`config.mk`:
```
export PLATFORM = sky130hd
export DESIGN_NAME = craft_tweakey_gen_flat
export DESIGN_NICKNAME = d
export VERILOG_FILES = /design/src/rtl/craft_pkg.sv /design/src/rtl/craft_tweakey_gen_if.sv /design/src/rtl/craft_tk_mux.sv /design/src/rtl/craft_tweakey_gen.sv /design/src/flat_wrapper.sv
export SDC_FILE = /design/constraint.sdc
export NUM_CORES = 1
export LEC_CHECK = 0
export ABC_CLOCK_PERIOD_IN_PS = 8140
export BUFFER_PORTS_ARGS = -buffer_cell sky130_fd_sc_hd__buf_2
export CAP_MARGIN = 20
export CORE_MARGIN = 1.5
export CORE_UTILIZATION = 54
export DETAILED_ROUTE_END_ITERATION = 10
export GPL_ROUTABILITY_DRIVEN = 0
export HOLD_SLACK_MARGIN = 0.02
export PLACE_DENSITY = 0.8
export SYNTH_ARGS = -nofsm -noshare
export SYNTH_HDL_FRONTEND = slang
export SYNTH_SLANG_ARGS = --single-unit
```
`constraint.sdc`:
```
create_clock -name clk -period 8.14 [get_ports clk]
set_clock_uncertainty 0.15 [all_clocks]
set_input_delay 1.221 -clock clk [delete_from_list [all_inputs] [get_ports clk]]
set_output_delay 1.221 -clock clk [all_outputs]
set_load 0.05 [all_outputs]
```
`src/rtl/craft_pkg.sv`:
```
// Shared constants, state type and the CRAFT tweak nibble permutation Q
// used by the round-tweakey generator.
package craft_pkg;

  localparam int BLK_W   = 64;
  localparam int KEY_W   = 128;
  localparam int NIBBLES = 16;

  // Output nibble i takes input nibble Q_TABLE[i]; nibble 0 is the MSB nibble.
  localparam int Q_TABLE [NIBBLES] = '{12, 10, 15, 5, 14, 8, 9, 2, 11, 3, 7, 4, 6, 0, 1, 13};

  typedef enum logic {
    IDLE = 1'b0,
    RUN  = 1'b1
  } state_t;

  function automatic logic [BLK_W-1:0] q_perm(input logic [BLK_W-1:0] t);
    logic [BLK_W-1:0] q;
    q = '0;
    for (int i = 0; i < NIBBLES; i++) begin
      q[BLK_W-1-4*i -: 4] = t[BLK_W-1-4*Q_TABLE[i] -: 4];
    end
    return q;
  endfunction

endpackage

```
`src/rtl/craft_tweakey_gen_if.sv`:
```
// Key/tweak input handshake and round-tweakey output handshake of the
// CRAFT tweakey generator. CRAFT_TKGEN_DECRYPT_EN adds the dec select.
interface craft_tweakey_gen_if #(
  parameter int CNT_W = 8
);
  logic             in_valid;
  logic             in_ready;
  logic [127:0]     key;
  logic [63:0]      tweak;
  logic             out_valid;
  logic             out_ready;
  logic [63:0]      tk;
  logic [CNT_W-1:0] round;
  logic             last;
  logic             abort;
`ifdef CRAFT_TKGEN_DECRYPT_EN
  logic             dec;

  modport master (
    output in_valid, key, tweak, out_ready, abort, dec,
    input  in_ready, out_valid, tk, round, last
  );
  modport slave (
    input  in_valid, key, tweak, out_ready, abort, dec,
    output in_ready, out_valid, tk, round, last
  );
`else
  modport master (
    output in_valid, key, tweak, out_ready, abort,
    input  in_ready, out_valid, tk, round, last
  );
  modport slave (
    input  in_valid, key, tweak, out_ready, abort,
    output in_ready, out_valid, tk, round, last
  );
`endif
endinterface

```
`src/rtl/craft_tk_mux.sv`:
```
// Combinational round-tweakey select: key half by r[0], T or Q(T) by r[1].
module craft_tk_mux
  import craft_pkg::*;
(
  input  logic [BLK_W-1:0] k0,
  input  logic [BLK_W-1:0] k1,
  input  logic [BLK_W-1:0] t,
  input  logic [BLK_W-1:0] qt,
  input  logic [1:0]       rsel,
  output logic [BLK_W-1:0] tk
);

  assign tk = (rsel[0] ? k1 : k0) ^ (rsel[1] ? qt : t);

endmodule

```
`src/rtl/craft_tweakey_gen.sv`:
```
// Sequential CRAFT round-tweakey generator streaming TK(0..ROUNDS-1) per block.
// Optional macro CRAFT_TKGEN_DECRYPT_EN adds descending (decrypt) round order.
module craft_tweakey_gen
  import craft_pkg::*;
#(
  parameter int ROUNDS = 32,
  parameter int CNT_W  = 8
) (
  input logic               clk,
  input logic               rst_n,
  craft_tweakey_gen_if.slave bus
);

  state_t           state_p0, state_d;
  logic [CNT_W-1:0] cnt_p0, cnt_d;
  logic [BLK_W-1:0] tk_p0, tk_d;
  logic [BLK_W-1:0] k0_p0, k1_p0, t_p0, qt_p0;
  logic [BLK_W-1:0] mk0, mk1, mt, mqt;
  logic             accept, xfer, load_tk;
  logic             dec_in, dec_p0;
  logic [CNT_W-1:0] start_idx, last_idx;

`ifdef CRAFT_TKGEN_DECRYPT_EN
  assign dec_in = bus.dec;

  always_ff @(posedge clk) begin
    if (!rst_n) begin
      dec_p0 <= 1'b0;
    end else if (accept && !bus.abort) begin
      dec_p0 <= bus.dec;
    end
  end
`else
  assign dec_in = 1'b0;
  assign dec_p0 = 1'b0;
`endif

  assign start_idx = dec_in ? CNT_W'(ROUNDS - 1) : '0;
  assign last_idx  = dec_p0 ? '0 : CNT_W'(ROUNDS - 1);

  assign accept = (state_p0 == IDLE) && bus.in_valid;
  assign xfer   = (state_p0 == RUN) && bus.out_ready;

  always_comb begin
    state_d = state_p0;
    cnt_d   = cnt_p0;
    load_tk = 1'b0;
    if (bus.abort) begin
      state_d = IDLE;
    end else if (accept) begin
      state_d = RUN;
      cnt_d   = start_idx;
      load_tk = 1'b1;
    end else if (xfer) begin
      if (cnt_p0 == last_idx) begin
        state_d = IDLE;
      end else begin
        cnt_d   = dec_p0 ? cnt_p0 - CNT_W'(1) : cnt_p0 + CNT_W'(1);
        load_tk = 1'b1;
      end
    end
  end

  // On the accept edge the key/tweak registers are not yet loaded, so the
  // first tweakey is built straight from the inputs.
  always_comb begin
    mk0 = k0_p0;
    mk1 = k1_p0;
    mt  = t_p0;
    mqt = qt_p0;
    if (accept) begin
      mk0 = bus.key[127:64];
      mk1 = bus.key[63:0];
      mt  = bus.tweak;
      mqt = q_perm(bus.tweak);
    end
  end

  craft_tk_mux u_tk_mux (
    .k0   (mk0),
    .k1   (mk1),
    .t    (mt),
    .qt   (mqt),
    .rsel (2'(cnt_d)),
    .tk   (tk_d)
  );

  // ---- stage p0: control state and tweakey register ----
  always_ff @(posedge clk) begin
    if (!rst_n) begin
      state_p0 <= IDLE;
      cnt_p0   <= '0;
      tk_p0    <= '0;
    end else begin
      state_p0 <= state_d;
      cnt_p0   <= cnt_d;
      if (load_tk) begin
        tk_p0 <= tk_d;
      end
    end
  end

  always_ff @(posedge clk) begin
    if (accept && !bus.abort && rst_n) begin
      k0_p0 <= bus.key[127:64];
      k1_p0 <= bus.key[63:0];
      t_p0  <= bus.tweak;
      qt_p0 <= q_perm(bus.tweak);
    end
  end

  assign bus.in_ready  = (state_p0 == IDLE);
  assign bus.out_valid = (state_p0 == RUN);
  assign bus.last      = (state_p0 == RUN) && (cnt_p0 == last_idx);
  assign bus.tk        = tk_p0;
  assign bus.round     = cnt_p0;

endmodule

```
`src/flat_wrapper.sv`:
```
// flat-port wrapper written by rule: the top's interface ports become plain ports
module craft_tweakey_gen_flat import craft_pkg::*;
#(
  parameter int ROUNDS = 32,
  parameter int CNT_W  = 8
)
  (clk, rst_n, bus_in_valid, bus_key, bus_tweak, bus_out_ready, bus_abort, bus_in_ready, bus_out_valid, bus_tk, bus_round, bus_last);
  craft_tweakey_gen_if #(.CNT_W(CNT_W)) bus_i ();
  input logic clk;
  input logic rst_n;
  input wire logic [$bits(bus_i.in_valid)-1:0] bus_in_valid;
  input wire logic [$bits(bus_i.key)-1:0] bus_key;
  input wire logic [$bits(bus_i.tweak)-1:0] bus_tweak;
  input wire logic [$bits(bus_i.out_ready)-1:0] bus_out_ready;
  input wire logic [$bits(bus_i.abort)-1:0] bus_abort;
  output wire logic [$bits(bus_i.in_ready)-1:0] bus_in_ready;
  output wire logic [$bits(bus_i.out_valid)-1:0] bus_out_valid;
  output wire logic [$bits(bus_i.tk)-1:0] bus_tk;
  output wire logic [$bits(bus_i.round)-1:0] bus_round;
  output wire logic [$bits(bus_i.last)-1:0] bus_last;
  assign bus_i.in_valid = bus_in_valid;
  assign bus_i.key = bus_key;
  assign bus_i.tweak = bus_tweak;
  assign bus_i.out_ready = bus_out_ready;
  assign bus_i.abort = bus_abort;
  assign bus_in_ready = bus_i.in_ready;
  assign bus_out_valid = bus_i.out_valid;
  assign bus_tk = bus_i.tk;
  assign bus_round = bus_i.round;
  assign bus_last = bus_i.last;
  craft_tweakey_gen #(.ROUNDS(ROUNDS), .CNT_W(CNT_W)) u_core (.clk(clk), .rst_n(rst_n), .bus(bus_i));
endmodule
```
* Word-level counts from Yosys, hierarchy flattened
Index checks and enable logic that the tools add are counted.
Storage, ports and cells: bits in registers 329, input port bits 197, output and inout bits 75, logic and storage cells 43
Cells by class: add/sub/neg operators 1, eq/ne operators 2, multiplexer cells 17, bitwise logic cells 4, reduce and logical (&&, ||, !) cells 11
Operators by type and width (count):
- 64-bit two-way mux | 6
- 64-bit bitwise XOR | 1
- 8-bit two-way mux | 3
- 8-bit by 1-bit adder with 8-bit output (second input constant) | 1
- 8-bit by 5-bit equality test with 1-bit output (second input constant) | 1
- 1-bit two-way mux | 7
- 1-bit logical AND | 5
- 2-bit nonzero test | 2
- 1-bit NOT | 3
- 3-bit AND reduction | 1
- 2-bit two-way mux | 1
- 2-bit by 1-bit inequality test with 1-bit output (second input constant) | 1
- 2-bit AND reduction | 1
- 2-bit OR reduction | 1
- 1-bit zero test | 1

* Depth between registers and ports, before layout
depth in word-level cells 7, mapped depth 9, gate-level depth less buffers 7

* Cells and area by module
Synthesis repeated with hierarchy kept, for this count alone.
Second synthesis, totals: cells, all modules 958, area, all modules 13056.3 um^2
By module, submodules not included:
- craft_tweakey_gen | times used 1, cells an instance 752, area each 11056.9 um^2, seq. area each 7226.9 um^2
- craft_tk_mux | times used 1, cells an instance 206, area each 1999.4 um^2, seq. area each 0.0 um^2

* Least setup slack after synthesis
No wires, ideal clock.
path kind input to register, from in bus_in_valid, to reg u_core.k0_p0[0], enable pin, setup time 0.577 ns, arrival 6.378 ns, data required time 7.413 ns, slack 1.035 ns, stages on the path 6, path buffers 3, cells stage by stage nand2b_1 -> clkbuf_1 -> buf_2 -> buf_2 -> nor2_1 -> and2_1
On the way: cells in the longest elaborated chain, start to end 3
Ends and longest elaborated chain:
- start: declaration | RTL line flat_wrapper.sv:11 | input wire logic [$bits(bus_i.in_valid)-1:0] bus_in_valid;
- 1-bit logical AND | RTL line craft_tweakey_gen.sv:41 | assign accept = (state_p0 == IDLE) && bus.in_valid;
- 1-bit logical AND (2 in a row) | RTL line craft_tweakey_gen.sv:104 | if (accept && !bus.abort && rst_n) begin
- end signal: assignment | RTL line craft_tweakey_gen.sv:105 | k0_p0 <= bus.key[127:64];
- end: declaration | RTL line craft_tweakey_gen.sv:17 | logic [BLK_W-1:0] k0_p0, k1_p0, t_p0, qt_p0;
Every way passes these cells. A chain may end at the register's enable or synchronous reset.

* Worst setup path in the final report
from in bus_in_valid, to reg u_core.tk_p0[41] (netlist: u_core.bus.tk[41])
On the way: cells in the longest elaborated chain, start to end 5, elaborated cells between the ends (all ways) 12, classes of those cells mux (10); bitwise (1); reduce/logical (1)
Ends and longest elaborated chain:
- 1-bit logical AND * | RTL line craft_tweakey_gen.sv:41
- 8-bit two-way mux | RTL line craft_tweakey_gen.sv:50 | end else if (accept) begin
- 2-bit two-way mux | RTL line craft_tweakey_gen.sv:48 | if (bus.abort) begin
- 64-bit two-way mux | RTL line craft_tk_mux.sv:13 | assign tk = (rsel[0] ? k1 : k0) ^ (rsel[1] ? qt : t);
- 64-bit bitwise XOR | RTL line craft_tk_mux.sv:13
- end signal: assignment | RTL line craft_tweakey_gen.sv:98 | tk_p0 <= tk_d;
- end: declaration | RTL line craft_tweakey_gen.sv:16 | logic [BLK_W-1:0] tk_p0, tk_d;
Every way passes the cells marked *; elsewhere a longest branch is shown, timed or not.

==> results_dict.tcl <==
set metrics [dict create \
    run_status "completed" \
    cts_tree "done" \
    netSwitchingFraction 0.250 \
    layout_commonest_cell "buf_2" \
    holdPathEnd "u_core.bus.round[4]" \
    cts_resized 0 \
    cp_max_fo 65 \
    finalCriticalPeriod_ns 4.25 \
    dr.pass1.iters 5 \
    hold_path_class "reg2reg" \
    peakVddDrop_mv 0.202 \
    drt_iter0_markers 535 \
    seq_area_frac_synth 0.606 \
    start_kind "input pin" \
    hold_viol_final 0 \
    grt_max_degree 193 \
    synth-edff-count 192 \
    mostFrequentLayoutCells "271 x buf_2, 192 x edfxtp_1, 128 x mux4_2, 73 x dfxtp_1, 70 x o21ai_0" \
    worstHoldPathCells 1 \
    power_density_nw_per_um2 229 \
    die_w_um 152 \
    ys_warn_count 0 \
    end_kind "register" \
    drv_slew 0 \
    postRouteAntennaNets 0 \
    grt_use_total 0.259 \
    fin_nets 1143 \
    dr_total_vias 7609 \
    cts_setup_buffers 0 \
    seq_power_share 0.464 \
    htreeDepth 1 \
    reg2regPathDepth 8 \
    critPathKind "in2reg" \
    die_height_um 152 \
    via_per_inst 6.07 \
    hpwlAfterDp_mm 20.2 \
    p_comb_frac 0.137 \
    grt_pass1_vias 7471 \
    cts-root-buf "clkbuf_16" \
    switchingPower_mw 0.828 \
    drc 0 \
    tightest_slew_ns 1.28 \
    antenna_found_initial 8 \
    arrival_ns 4.46 \
    io_buffers 271 \
    finalSetupViolCount 0 \
    wirelength_mm 29.5 \
    dp.cells 1195 \
    finalSetupTns_ns 0 \
    drive_gt1_frac 0.477 \
    cts_sinks 265 \
    syn_area_per_cell_um2 17.4 \
    fin_ws_ns 3.89 \
    max_cap_violations 0 \
    rows 54 \
    synth_cells 687 \
    synth_nets 885 \
    power.leakage_nw 5.21 \
    synth_area_um2 11900 \
    finalNonFillerCells 1253 \
    avgRoutedWirePerCell_um 23.5 \
    grt-ovfl-total 0 \
    ys_ff_latch 265 \
    holdCritStartpoint "u_core.bus.round[4]" \
    async_flop_share 0 \
    ys.flop_type "edfxtp_1" \
    timing.rr.end "u_core.bus.tk[41]" \
    required_ns 8.35 \
    die-area_um2 23000 \
    rsz0062_at_grt "false" \
    grt_first_pass_wirelength_mm 43.9 \
    insertion_delay_ns 0.54 \
    ys_types 32 \
    core_area_um2 21800 \
    clock_path_buffers 3 \
    reg2reg_from "u_core.bus.out_valid" \
    cts_hold_buf 0 \
    pwr-share-clk 0.399 \
    max_slew_margin 0.144 \
    area_growth_pct 21.1 \
    place_ws_ns 3.28 \
    period_share 0.522 \
    path_clk_slew_ns 0.06 \
    rrSetupSlack_ns 4.09 \
    cts_inserted_buffers 28 \
    boundaryPins 272 \
    maxClockFrequency_mhz 235 \
    intPower_mw 2.48 \
    initial_utilization 0.548 \
]
## synth_stat cells (3+ instances only)
cell | count | share of area
a21oi_1 | 66 | 0.028
mux4_2 | 128 | 0.24
buf_1 | 4 | 0.0013
nor2_1 | 4 | 0.0013
nor3b_1 | 4 | 0.0025
and2_1 | 5 | 0.0026
nor2b_1 | 3 | 0.0016
clkbuf_1 | 27 | 0.0085
nand2_1 | 5 | 0.0016
buf_2 | 7 | 0.0029
edfxtp_1 | 192 | 0.48
buf_6 | 11 | 0.010
xnor2_1 | 64 | 0.047
o21ai_0 | 70 | 0.029
dfxtp_1 | 73 | 0.12
## worst max path at each step
| stage | from | to | slack (ns) | cells after the start |
|---|---|---|---|---|
| 3_5_place_dp | bus_in_valid | u_core.bus.tk[5] | 3.28 | 9 |
| 5_1_grt | bus_in_valid | u_core.bus.tk[44] | 3.55 | 9 |
| 3_3_place_gp | bus_in_valid | u_core.bus.tk[44] | 3.35 | 9 |
| 2_1_floorplan | bus_in_valid | u_core.k0_p0[0] | 1.04 | 6 |
| 4_1_cts | bus_in_valid | u_core.bus.tk[5] | 3.80 | 9 |
| 6_report | bus_in_valid | u_core.bus.tk[41] | 3.89 | 9 |
## power by group through the flow
stage | clock [mW] | sequential, mW | combinational (mW)
after global placement | 0 | 1.56 | 0.449
after detailed placement | 0 | 1.56 | 0.457
final | 1.32 | 1.53 | 0.453
after global routing | 1.39 | 1.54 | 0.487
after CTS | 1.34 | 1.53 | 0.459
after floorplan | 0 | 1.65 | 0.221
## sequential cells by signal, indices dropped and copies added (netlist names)
register / count
u_core.bus.tk: 64
u_core.k0_p0: 64
u_core.k1_p0: 64
u_core.t_p0: 63
u_core.bus.round: 8
u_core.bus.out_valid: 1
u_core.qt_p0: 1
## critical path, stage by stage
cell	delay, ns
buf_2	0.12
nand2b_4	0.49
buf_4	0.68
o21ai_0	0.27
mux2i_4	0.19
buf_4	0.74
mux4_2	0.44
xnor2_1	0.17
a21oi_1	0.09
## metrics by stage
step           hold WS, ns  total power [mW]   util  cell area, µm²
6_report             0.365              3.31  0.664           14500
5_1_grt              0.414              3.41  0.664           14400
4_1_cts              0.364              3.33  0.664           14400
3_5_place_dp         0.350              2.02  0.619           13500
3_3_place_gp         0.342              2.01  0.619           13500
2_1_floorplan        0.559              1.87      -           11900
## logic make-up after synthesis
kind of cell / synth area share
AND/OR/NAND/NOR: 0.0152
XOR/XNOR: 0.0477
adder cells (fa/ha/maj): 0.00105
flip-flops: 0.606
buffers and inverters: 0.0250
AO/OA/AOI/OAI: 0.0622
multiplexers: 0.243
## layer usage
layer	vias to the layer above	GRT usage	wire, µm
met3	48	0.0617	2890
met4	8	0.0635	621
met1	3806	0.360	11600
li1	3326	-	-
met2	421	0.418	14400
met5	-	0	50
## area by class of cell
cell class / count / area, µm²
multi-input combinational: 369 / 4460
antenna: 6 / 15.0
sequential: 265 / 7230
inverter: 2 / 7.51
tap: 280 / 350
clock inverter: 17 / 170
fill: 1546 / 7310
clock buffer: 35 / 790
timing repair buffer: 279 / 1430
(Power assumes the default switching activity.)
